==> config.mk <==
export PLATFORM = sky130hd
export DESIGN_NAME = seg7_mux_driver
export DESIGN_NICKNAME = d
export VERILOG_FILES = /design/src/rtl/seg7_pkg.sv /design/src/rtl/seg7_decode.sv /design/src/rtl/seg7_mux_driver.sv
export SDC_FILE = /design/constraint.sdc
export NUM_CORES = 1
export LEC_CHECK = 0
export BUFFER_PORTS_ARGS = -buffer_cell sky130_fd_sc_hd__buf_2
export CAP_MARGIN = 0
export CORE_UTILIZATION = 47
export CTS_CLUSTER_SIZE = 16
export DETAILED_ROUTE_END_ITERATION = 10
export PLACE_DENSITY_LB_ADDON = 0.1
export SYNTH_ARGS = -nofsm -noshare
export SYNTH_HDL_FRONTEND = slang
export SYNTH_HIERARCHICAL = 1
export SYNTH_SLANG_ARGS = --single-unit
export TNS_END_PERCENT = 1
==> constraint.sdc <==
create_clock -name clk -period 3.5 [get_ports clk]
set_input_delay 0.175 -clock clk [delete_from_list [all_inputs] [get_ports clk]]
set_output_delay 0.175 -clock clk [all_outputs]
set_load 0.03 [all_outputs]
==> src/rtl/seg7_pkg.sv <==
// Shared constants for the 4-digit seven-segment driver: active-low segment
// patterns (seg[0]=a .. seg[6]=g) and the all-dark anode word.
package seg7_pkg;

  localparam logic [6:0] SEG_0    = 7'h40;
  localparam logic [6:0] SEG_1    = 7'h79;
  localparam logic [6:0] SEG_2    = 7'h24;
  localparam logic [6:0] SEG_3    = 7'h30;
  localparam logic [6:0] SEG_4    = 7'h19;
  localparam logic [6:0] SEG_5    = 7'h12;
  localparam logic [6:0] SEG_6    = 7'h02;
  localparam logic [6:0] SEG_7    = 7'h78;
  localparam logic [6:0] SEG_8    = 7'h00;
  localparam logic [6:0] SEG_9    = 7'h10;
  localparam logic [6:0] SEG_DASH = 7'h3F;
  localparam logic [6:0] SEG_OFF  = 7'h7F;

  localparam logic [3:0] AN_OFF   = 4'b1111;

endpackage

==> src/rtl/seg7_decode.sv <==
// Combinational BCD to active-low seven-segment decoder; non-BCD codes show a dash.
module seg7_decode
  import seg7_pkg::*;
(
  input  logic [3:0] bcd_i,
  output logic [6:0] seg_o
);

  // Nibble to segment pattern lookup
  always_comb begin
    seg_o = SEG_DASH;
    case (bcd_i)
      4'd0:    seg_o = SEG_0;
      4'd1:    seg_o = SEG_1;
      4'd2:    seg_o = SEG_2;
      4'd3:    seg_o = SEG_3;
      4'd4:    seg_o = SEG_4;
      4'd5:    seg_o = SEG_5;
      4'd6:    seg_o = SEG_6;
      4'd7:    seg_o = SEG_7;
      4'd8:    seg_o = SEG_8;
      4'd9:    seg_o = SEG_9;
      default: seg_o = SEG_DASH;
    endcase
  end

endmodule

==> src/rtl/seg7_mux_driver.sv <==
// Time-multiplexed 4-digit seven-segment driver with per-frame input snapshot.
// Optional leading-zero suppression: define SEG7_LEADING_ZERO_BLANK_EN.
module seg7_mux_driver
  import seg7_pkg::*;
#(
  parameter int REFRESH_DIV = 50000
) (
  input  logic        clk,
  input  logic        reset,
  input  logic [15:0] digits,
  input  logic [3:0]  dp_en,
  input  logic        blank,
  output logic [3:0]  an,
  output logic [6:0]  seg,
  output logic        dp
);

  localparam int CNT_W = (REFRESH_DIV > 1) ? $clog2(REFRESH_DIV) : 1;
  localparam logic [CNT_W-1:0] CNT_LAST = CNT_W'(REFRESH_DIV - 1);
  localparam logic [CNT_W-1:0] CNT_ZERO = {CNT_W{1'b0}};

  logic [CNT_W-1:0] cnt_q, cnt_d;
  logic [1:0]       idx_q, idx_d;
  logic [15:0]      snap_q, snap_d;
  logic [3:0]       dp_snap_q, dp_snap_d;
  logic [3:0]       an_q, an_d;
  logic [6:0]       seg_q, seg_d;
  logic             dp_q, dp_d;

  logic             tick_s;
  logic [3:0]       nibble_s;
  logic [6:0]       dec_seg_s;
  logic             lz_dark_s;
  logic             an_on_s;

  assign tick_s   = (cnt_q == CNT_LAST);
  assign nibble_s = snap_q[{idx_q, 2'b00} +: 4];

  seg7_decode u_decode (
    .bcd_i (nibble_s),
    .seg_o (dec_seg_s)
  );

  // State and output registers
  always_ff @(posedge clk) begin
    if (reset) begin
      cnt_q     <= CNT_ZERO;
      idx_q     <= 2'd0;
      snap_q    <= 16'h0000;
      dp_snap_q <= 4'b0000;
      an_q      <= AN_OFF;
      seg_q     <= SEG_OFF;
      dp_q      <= 1'b1;
    end else begin
      cnt_q     <= cnt_d;
      idx_q     <= idx_d;
      snap_q    <= snap_d;
      dp_snap_q <= dp_snap_d;
      an_q      <= an_d;
      seg_q     <= seg_d;
      dp_q      <= dp_d;
    end
  end

  // Slot counter, digit index and frame-boundary snapshot
  always_comb begin
    cnt_d     = tick_s ? CNT_ZERO : cnt_q + CNT_W'(1);
    idx_d     = tick_s ? idx_q + 2'd1 : idx_q;
    snap_d    = snap_q;
    dp_snap_d = dp_snap_q;
    if (tick_s && (idx_q == 2'd3)) begin
      snap_d    = digits;
      dp_snap_d = dp_en;
    end else begin
      snap_d    = snap_q;
      dp_snap_d = dp_snap_q;
    end
  end

`ifdef SEG7_LEADING_ZERO_BLANK_EN
  // A digit goes dark when it and every digit to its left are zero
  always_comb begin
    lz_dark_s = 1'b0;
    case (idx_q)
      2'd3:    lz_dark_s = (snap_q[15:12] == 4'h0);
      2'd2:    lz_dark_s = (snap_q[15:8]  == 8'h00);
      2'd1:    lz_dark_s = (snap_q[15:4]  == 12'h000);
      default: lz_dark_s = 1'b0;
    endcase
  end
`else
  assign lz_dark_s = 1'b0;
`endif

  // Output decode; the cnt==0 cycle is the anti-ghosting dead time
  always_comb begin
    an_on_s = !blank && (cnt_q != CNT_ZERO) && !lz_dark_s;
    an_d    = an_on_s ? ~(4'b0001 << idx_q) : AN_OFF;
    seg_d   = blank ? SEG_OFF : dec_seg_s;
    dp_d    = an_on_s ? ~dp_snap_q[idx_q] : 1'b1;
  end

  assign an  = an_q;
  assign seg = seg_q;
  assign dp  = dp_q;

endmodule

# Word-level counts from Yosys, hierarchy flattened
# Memory sizes are Yosys's and may differ from the RTL's. A register that Yosys moved wholly into a read port is not among the register bits.
# Index checks and enable logic that the tools add are counted.
[word_totals] register_bits=43 mem_bits_ro=112 memories=1
[mem_list] memory="(no name shown)" depth=16 word_bits=7 read_ports=1 rd_ports_with_merged_regs=1 write_ports=0 line_no="seg7_decode.sv:12" source="case (bcd_i)"
[op_classes] add_sub_neg=2 magnitude_cmp=1 eq_ne=2 shift=2 mux=2 bitwise=3 reduce_logical=7
[ops] op="$add A16 B1 Y16 const B" count=1
[ops] op="$eq A16 B16 Y1 const B" count=1
[ops] op="$reduce_bool A16 Y1" count=1
[ops] op="$shiftx A16 B5 Y4" count=1
[ops] op="$reduce_or A2 Y1" count=3
[ops] op="$not A4 Y4" count=1
[ops] op="$shl A1 B2 Y4 const A" count=1
[ops] op="$lt A2 B3 Y1 const B" count=1
[ops] op="$add A2 B1 Y2 const B" count=1
[ops] op="$bmux W1 S2" count=1
[ops] op="$eq A2 B2 Y1 const B" count=1
[ops] op="$logic_and A1 B1 Y1" count=2
[ops] op="$not A1 Y1" count=2
[ops] op="$logic_not A1 Y1" count=1
[ops] op="$mux W1" count=1

# Logic depth before layout (Yosys ltp)
# Gate-level depths: netlist of the first run.
[depth] word_depth=4 depth_mapped=7 mapped_depth_nobuf=6

# Hierarchy
# Netlist of the first run, hierarchy kept.
[modules_own_cells] module="seg7_mux_driver" instances=1 cells_each=206 area_each_um2=2120.8 seq_area_each_um2=1001.0
[modules_own_cells] module="seg7_decode" instances=1 cells_each=31 area_each_um2=240.2 seq_area_each_um2=0.0

# Worst setup path after synthesis of the first run
# OpenSTA, ideal clock, no wires.
[synth_timing] path_kind="reg2reg" from="reg idx_q[1]" to="reg seg_q[1] (netlist: seg[1])" setup_ns=0.127 arrival_time_ns=1.991 required_ns=3.373 slack_ns=1.382 path_stages_with_launch=8 path_cell_list="dfxtp_1 > clkbuf_1 > mux4_2 > inv_1 > ha_1 > nor2_1 > nor2_1 > or3_1"
[synth_via] elab_chain_len=1
[synth_lines] item="start: declaration" line_no="seg7_mux_driver.sv:23" source="logic [1:0] idx_q, idx_d;"
[synth_lines] item="start signal: assignment" line_no="seg7_mux_driver.sv:56" source="idx_q <= idx_d;"
[synth_lines] item="$shiftx A16 B5 Y4" line_no="seg7_mux_driver.sv:37" source="assign nibble_s = snap_q[{idx_q, 2'b00} +: 4];"
[synth_lines] item="named net nibble_s[1]" line_no="seg7_mux_driver.sv:31" source="logic [3:0] nibble_s;"
[synth_lines] item="end: declaration" line_no="seg7_mux_driver.sv:27" source="logic [6:0] seg_q, seg_d;"
# The timed path passes the listed nets, and every way through them passes these cells.
# A chain may end at the register's enable or synchronous reset.

# Worst setup path in the final report of the first run
[layout_timing] from="reg idx_q[0]" to="reg dp_snap_q[2]"
[layout_via] elab_chain_len=2
[layout_lines] item="$eq A2 B2 Y1" line_no="seg7_mux_driver.sv:71" source="if (tick_s && (idx_q == 2'd3)) begin"
[layout_lines] item="$logic_and A1 B1 Y1" line_no="seg7_mux_driver.sv:71"
[layout_lines] item="end signal: assignment" line_no="seg7_mux_driver.sv:58" source="dp_snap_q <= dp_snap_d;"
[layout_lines] item="end: declaration" line_no="seg7_mux_driver.sv:25" source="logic [3:0] dp_snap_q, dp_snap_d;"
# No other way between the ends.

==> key figures, run 1 <==
Layout
  • Final nets: about 300
  • Layout cells sized above 1: approximately 25%
  • Cell Count, Final, Fillers Out: approximately 340
  • Fillers: approximately 450
  • Sequential Area: ~0.001 mm²
  • Area grow syn2layout: 12.08%
  • Inserted Diodes: 0
  • Multi-input logic area: ~0.0012 mm²

Routing
  • 1st-pass router iterations: 4
  • Via Count: 1681
  • Post-route ant nets: 0
  • Drt total wl: between 4000 and 5000 µm
  • Wire per inst: between 10 and 15 µm
  • Drt drc: 0
  • Initial DRC count: 72
  • Vias per inst: around 5

Yosys
  • Synth top cells by count: dfxtp_1, nor2_1, mux2i_1
  • Asr flop ratio synth: 0%
  • Post-synth EDFFs: 0
  • Synth warnings: 6
  • Mapped Avg Cell Area: ~10 µm²
  • Synth top area share: roughly 42%
  • Flops & latches, synth: 50
  • Syn Std Cell Area: ~0.0024 mm²
  • Post-synth top area cell: dfxtp_1
  • Prevailing post-synth register cell: dfxtp_1
  • Syn_nets: roughly 270
  • Synth area leaders: dfxtp_1, mux2i_1, ha_1, mux4_2, nor2_1
  • Distinct cells, synth: 45
  • Most frequent cell after synthesis: dfxtp_1
  • Post-Synthesis Cells: 237
  • Register area share after synthesis: between 40% and 50%

Place
  • Placed Cells: 327
  • Port Buf Inserts: 34
  • GPL Wtd Cong: 0.7850
  • DPL Wire Length: roughly 3000 µm

Clock network
  • Setup bufs post-CTS: 0
  • Resized cells post-CTS: 0
  • Cts bufs inserted: 5
  • Longest Clk Path Bufs: 2
  • CTS Sinks: 50
  • Hold-fix buffers at CTS: 0
  • # H-tree levels: 2
  • Latest clock arrival within the worst-skew pair: about 0.29 ns
  • CTS tree: yes
  • Reg clk slew, reported paths: 0.09 ns
  • Root buf cell: clkbuf_8

Critical path
  • Largest stage delay, worst path: approximately 0.56 ns
  • Worst-case reg-to-reg path depth: 6
  • Crit-path cells: ha_1 > or4b_1 > nor4_4 > buf_4 > mux2i_1 > nor2_1
  • Critical path data required time: about 3.7 ns
  • Critical Path AT: between 2 and 2.5 ns
  • CP max-delay cell: dfxtp_1
  • Worst setup SP type: register
  • Crit path max-delay family: simple AND/OR/NAND/NOR gates
  • R2r setup slk: around 1.3 ns
  • CP Capture Type: register
  • CP Buf/Inv Count: 1
  • Crit Reg-Reg Startpoint: idx_q[0]
  • CP Class: reg -> reg
  • Reg2reg end: dp_snap_q[2]
  • CP max FO: 20

Power and ir drop
  • Pwr dens: approximately 380 mW/mm²
  • Leakage: 0.9561 nW
  • VDD IR max: around 0.24 mV

Worst hold path
  • Hold path start: digits[0]
  • Hold endpoint: snap_q[0]
  • Worst hold path cell count: 3
  • Worst min-delay path class: in -> reg

Global route
  • Largest net degree at the start of global routing: 33
  • Initial antenna violation count: 0
  • Total gr overflow: 0
  • First-pass GRT wire length: 6699 µm
  • Vias in the first global route: approximately 1500
  • GR Util All Layers: between 10% and 20%

STA
  • F_max: 454.1 MHz
  • Final hold violation count: 0
  • RSZ-0062 raised after global routing: false
  • Clk_skew: 0.004277 ns
  • Max transition margin: 58.95%
  • Min cycle time layout: 2.202 ns
  • Slew of the pin with the lowest slew margin: 0.6116 ns
  • Final setup TNS: 0 ns
  • Setup violators final: 0
  • Max Slew Vio Count: 0
  • Tcrit/Tclk final: about 63%

Floorplan
  • Die area: 0.005311 mm²
  • CORE AREA: between 0.004 and 0.005 mm²
  • Die width: roughly 73 µm
  • Row count: 25
  • IO Count: 35
  • Die height: between 70 and 80 µm
  • Starting density of the core: roughly half

Outcome
  • Status: complete, no violations

Flow run
  • Max Cap Viol: 0
==> routing by layer <==
layer  part of all wire [%]  up-vias  wire length (µm)  global-route usage [%]
li1                       -      878                 -                       -
met1                     54      766              2159                   24.89
met2                     42       35              1673                   22.95
met3                    4.0        2               163                   3.453
met4                   0.72        0                29                   4.575
met5                      0        -                 0                       0
==> state kept, by name (all words and copies together), names as in the netlist <==
signal,count
dp_snap_q,4
idx_q,2
cnt_q,16
dp,1
seg,7
snap_q,16
an,4
==> layout by cell type, fill, tap and decap left out, types with 8 or more instances in the layout <==
cell type,netlist,routed
nor2_1,30,30
nor2_2,10,10
dfxtp_1,50,50
xnor2_1,10,10
ha_1,11,11
inv_1,11,11
mux2i_1,21,21
nand3_1,9,9
nand2_1,9,9
buf_2,2,34
or3_1,8,8
==> area by class of cell <==
class,instances,area share (%)
Clock inverter,3,1.513
Inverter,11,1.560
Clock buffer,5,2.600
Tap cell,67,3.168
Sequential cell,50,37.83
Multi-Input combinational cell,164,46.62
Timing Repair Buffer,35,6.714
==> tightest hold or removal path, stage by stage <==
cell and delay (ns):
buf_2 0.07, mux2i_1 0.05, nor2_1 0.07
==> stage by stage <==
stage / setup slack (ns) / utilization (%) / cell area, µm² / hold slack (ns) / power (mW)
after global routing: 1.092 / 55.29 / 2646 / 0.1175 / 1.064
after floorplan: 1.382 / - / 2361 / 0.2772 / 0.6248
final: 1.298 / 55.29 / 2646 / 0.1150 / 1.019
after global placement: 1.316 / 53.02 / 2537 / 0.4102 / 0.6458
after detailed placement: 1.278 / 53.02 / 2537 / 0.4171 / 0.6458
after CTS: 1.248 / 55.29 / 2646 / 0.1111 / 1.032
==> where the power goes <==
group | internal (mW) | total (mW) | switching (mW)
Combinational | 0.0201 | 0.0502 | 0.0301
Clock | 0.210 | 0.387 | 0.177
Sequential | 0.576 | 0.581 | 0.00551
==> worst max path at each step <==
stage               startpoint           end  slack, ns  cells after the start
finish                idx_q[0]  dp_snap_q[2]       1.30                      6
floorplan             idx_q[1]        seg[1]       1.38                      7
detailed placement    idx_q[0]     snap_q[6]       1.28                      6
CTS                   idx_q[0]  dp_snap_q[2]       1.25                      6
global placement      idx_q[0]     snap_q[3]       1.32                      6
global route          idx_q[0]     snap_q[8]       1.09                      6
==> kinds of logic (layout without fill, tap and decap cells) <==
group,after synthesis,after routing,share of synthesized area [%]
and+or+nand+nor,97,97,23.26
xor gates and xnor gates,12,12,4.451
buffers and inverters,23,54,5.352
AOI/OAI and AO/OA,18,18,5.035
DFF,50,50,42.40
muxes,26,26,13.67
adders and majority gates,11,11,5.829
(Power assumes the default switching activity.)
==> run 2, diff against run 1 <==
- clock period: 3.5 -> 2.11 ns (I/O delays scaled with it)
==> key figures, run 2 (same netlist as run 1, synthesis figures left out) <==
Global route
  • Vias in the first global route: about 1600
  • Initial antenna violation count: 0
  • First-pass GRT wire length: around 7400 µm
  • Total gr overflow: 0
  • Largest net degree at the start of global routing: 33
  • GR Util All Layers: 18.17%

Floorplan
  • Starting density of the core: a little under 50%
  • Die area: between 0.005 and 0.006 mm²
  • CORE AREA: 0.004786 mm²
  • Die height: 72.88 µm
  • IO Count: 35
  • Row count: 25
  • Die width: 72.88 µm

STA
  • Max Slew Vio Count: 0
  • Final setup TNS: 0 ns
  • Hold_ws: about 0.028 ns
  • Min cycle time layout: 1.968 ns
  • Final hold violation count: 0
  • Max transition margin: 52.33%
  • RSZ-0062 raised after global routing: false
  • Tcrit/Tclk final: 93.29%
  • Final WS setup: 0.1416 ns
  • Clk_skew: slightly below 0.009 ns
  • Slew of the pin with the lowest slew margin: ~0.71 ns
  • Setup violators final: 0
  • F_max: between 500 and 600 MHz

Clock network
  • Longest Clk Path Bufs: 2
  • Reg clk slew, reported paths: roughly 0.10 ns
  • CTS tree: yes
  • # H-tree levels: 2
  • CTS Sinks: 50
  • Latest clock arrival within the worst-skew pair: about 0.3 ns
  • Root buf cell: clkbuf_8
  • Cts bufs inserted: 5

Critical path
  • CP Capture Type: register
  • Critical path data required time: 2.30 ns
  • Crit Reg-Reg Startpoint: idx_q[1]
  • Worst setup SP type: register
  • CP max FO: 7
  • CP Buf/Inv Count: 1
  • CP Class: reg -> reg
  • Crit path max-delay family: multiplexers
  • CP max-delay cell: mux4_2
  • Crit-path cells: mux4_2 > inv_1 > ha_1 > and2b_4 > o31ai_1 > or3_1
  • Largest stage delay, worst path: 0.62 ns
  • Critical Path AT: approximately 2.2 ns
  • Crit. Startpoint: idx_q[1]

Routing
  • 1st-pass router iterations: 4
  • Wire per inst: about 12 µm
  • Post-route ant nets: 0
  • Initial DRC count: 92
  • Via Count: roughly 1700
  • Drt drc: 0
  • Drt total wl: between 4000 and 5000 µm
  • Vias per inst: 5.009

Power and ir drop
  • VDD IR max: ~0.31 mV
  • Pwr dens: a little under 600 mW/mm²
  • Leakage: roughly 1 nW

Place
  • GPL Wtd Cong: about 0.8
  • Port Buf Inserts: 34
  • DPL Wire Length: 3095 µm
  • Placement Setup Slack: just over 0.06 ns

Layout
  • Final nets: between 300 and 400
  • Inserted Diodes: 0
  • Area grow syn2layout: 14.79%
  • Final core area utilization: between 50% and 60%
  • Commonest non-fill, non-tap cell in the layout: dfxtp_1
  • Most frequent cells in the layout: dfxtp_1, buf_2, nor2_1
  • Layout cells sized above 1: about 29%
  • Fillers: 430

Worst hold path
  • Worst min-delay path class: in -> reg
  • Hold path start: digits[4]

Flow run
  • Max Cap Viol: 0

Outcome
  • Status: complete, no violations
run 2: changes by cell type in the layout (fill, tap and decap cells not counted):
| cell | change |
|---|---|
| clkinv_2 | -2 |
| bufinv_16 | -1 |
| dfxtp_2 | +2 |
| clkinv_4 | +1 |
| clkinvlp_4 | +1 |
| mux2i_2 | +1 |
| mux2i_1 | -1 |
| dfxtp_1 | -2 |
| buf_4 | +7 |
| inv_6 | +1 |
| buf_12 | +1 |
run 2: repair_timing:
action / in CTS / in global routing
hold buffers: 0 / 0
endpoints found under the setup margin: 0 / 26
setup buffers: 0 / 1
gates resized for setup: 0 / 3
run 2: cell type report:
class | instances | area (µm²) | area share, %
Timing Repair Buffer | 43 | 250.2 | 9.234
Multi-Input combinational cell | 164 | 1237 | 45.66
Tap cell | 67 | 83.83 | 3.093
Inverter | 11 | 41.29 | 1.524
Clock buffer | 5 | 68.82 | 2.539
Sequential cell | 50 | 1003 | 37.03
Clock inverter | 3 | 25.02 | 0.9234
run 2: final timing paths:
path | to | slack (ns) | cells past startpoint
max | seg[5] | 0.14 | 6
min | snap_q[4] | 0.03 | 3
max reg2reg | seg[5] | 0.14 | 6
min reg2reg | snap_q[11] | 0.50 | 2
run 2: power by group:
part / internal, mW / switching [mW] / total (mW)
Sequential: 0.955 / 0.00667 / 0.962
Clock: 0.240 / 0.326 / 0.565
Combinational: 0.0350 / 0.0527 / 0.0877
Total: 1.23 / 0.385 / 1.61
run 2: per-layer routing:
| metal | GRT usage (%) | wire length (µm) | vias to the layer above |
|---|---|---|---|
| met1 | 26.61 | 2305 | 775 |
| li1 | - | - | 899 |
| met5 | 0 | 0 | - |
| met2 | 26.17 | 1703 | 37 |
| met4 | 5.882 | 65 | 0 |
| met3 | 4.420 | 183 | 7 |
run 2: worst min-delay path, delay by kind of cell:
| family | cells | cell delay, ns |
|---|---|---|
| buffers and inverters | 1 | 0.07 |
| muxes | 1 | 0.05 |
| and+or+nand+nor | 1 | 0.07 |
run 2: stage by stage:
| stage | std cells | power, mW | instance area, µm² |
|---|---|---|---|
| 2_1_floorplan | 237 | 1.036 | 2362 |
| 6_report | 343 | 1.615 | 2710 |
| 5_1_grt | 343 | 1.689 | 2710 |
| 3_3_place_gp | 334 | 1.074 | 2603 |
| 3_5_place_dp | 334 | 1.074 | 2603 |
| 4_1_cts | 342 | 1.642 | 2696 |
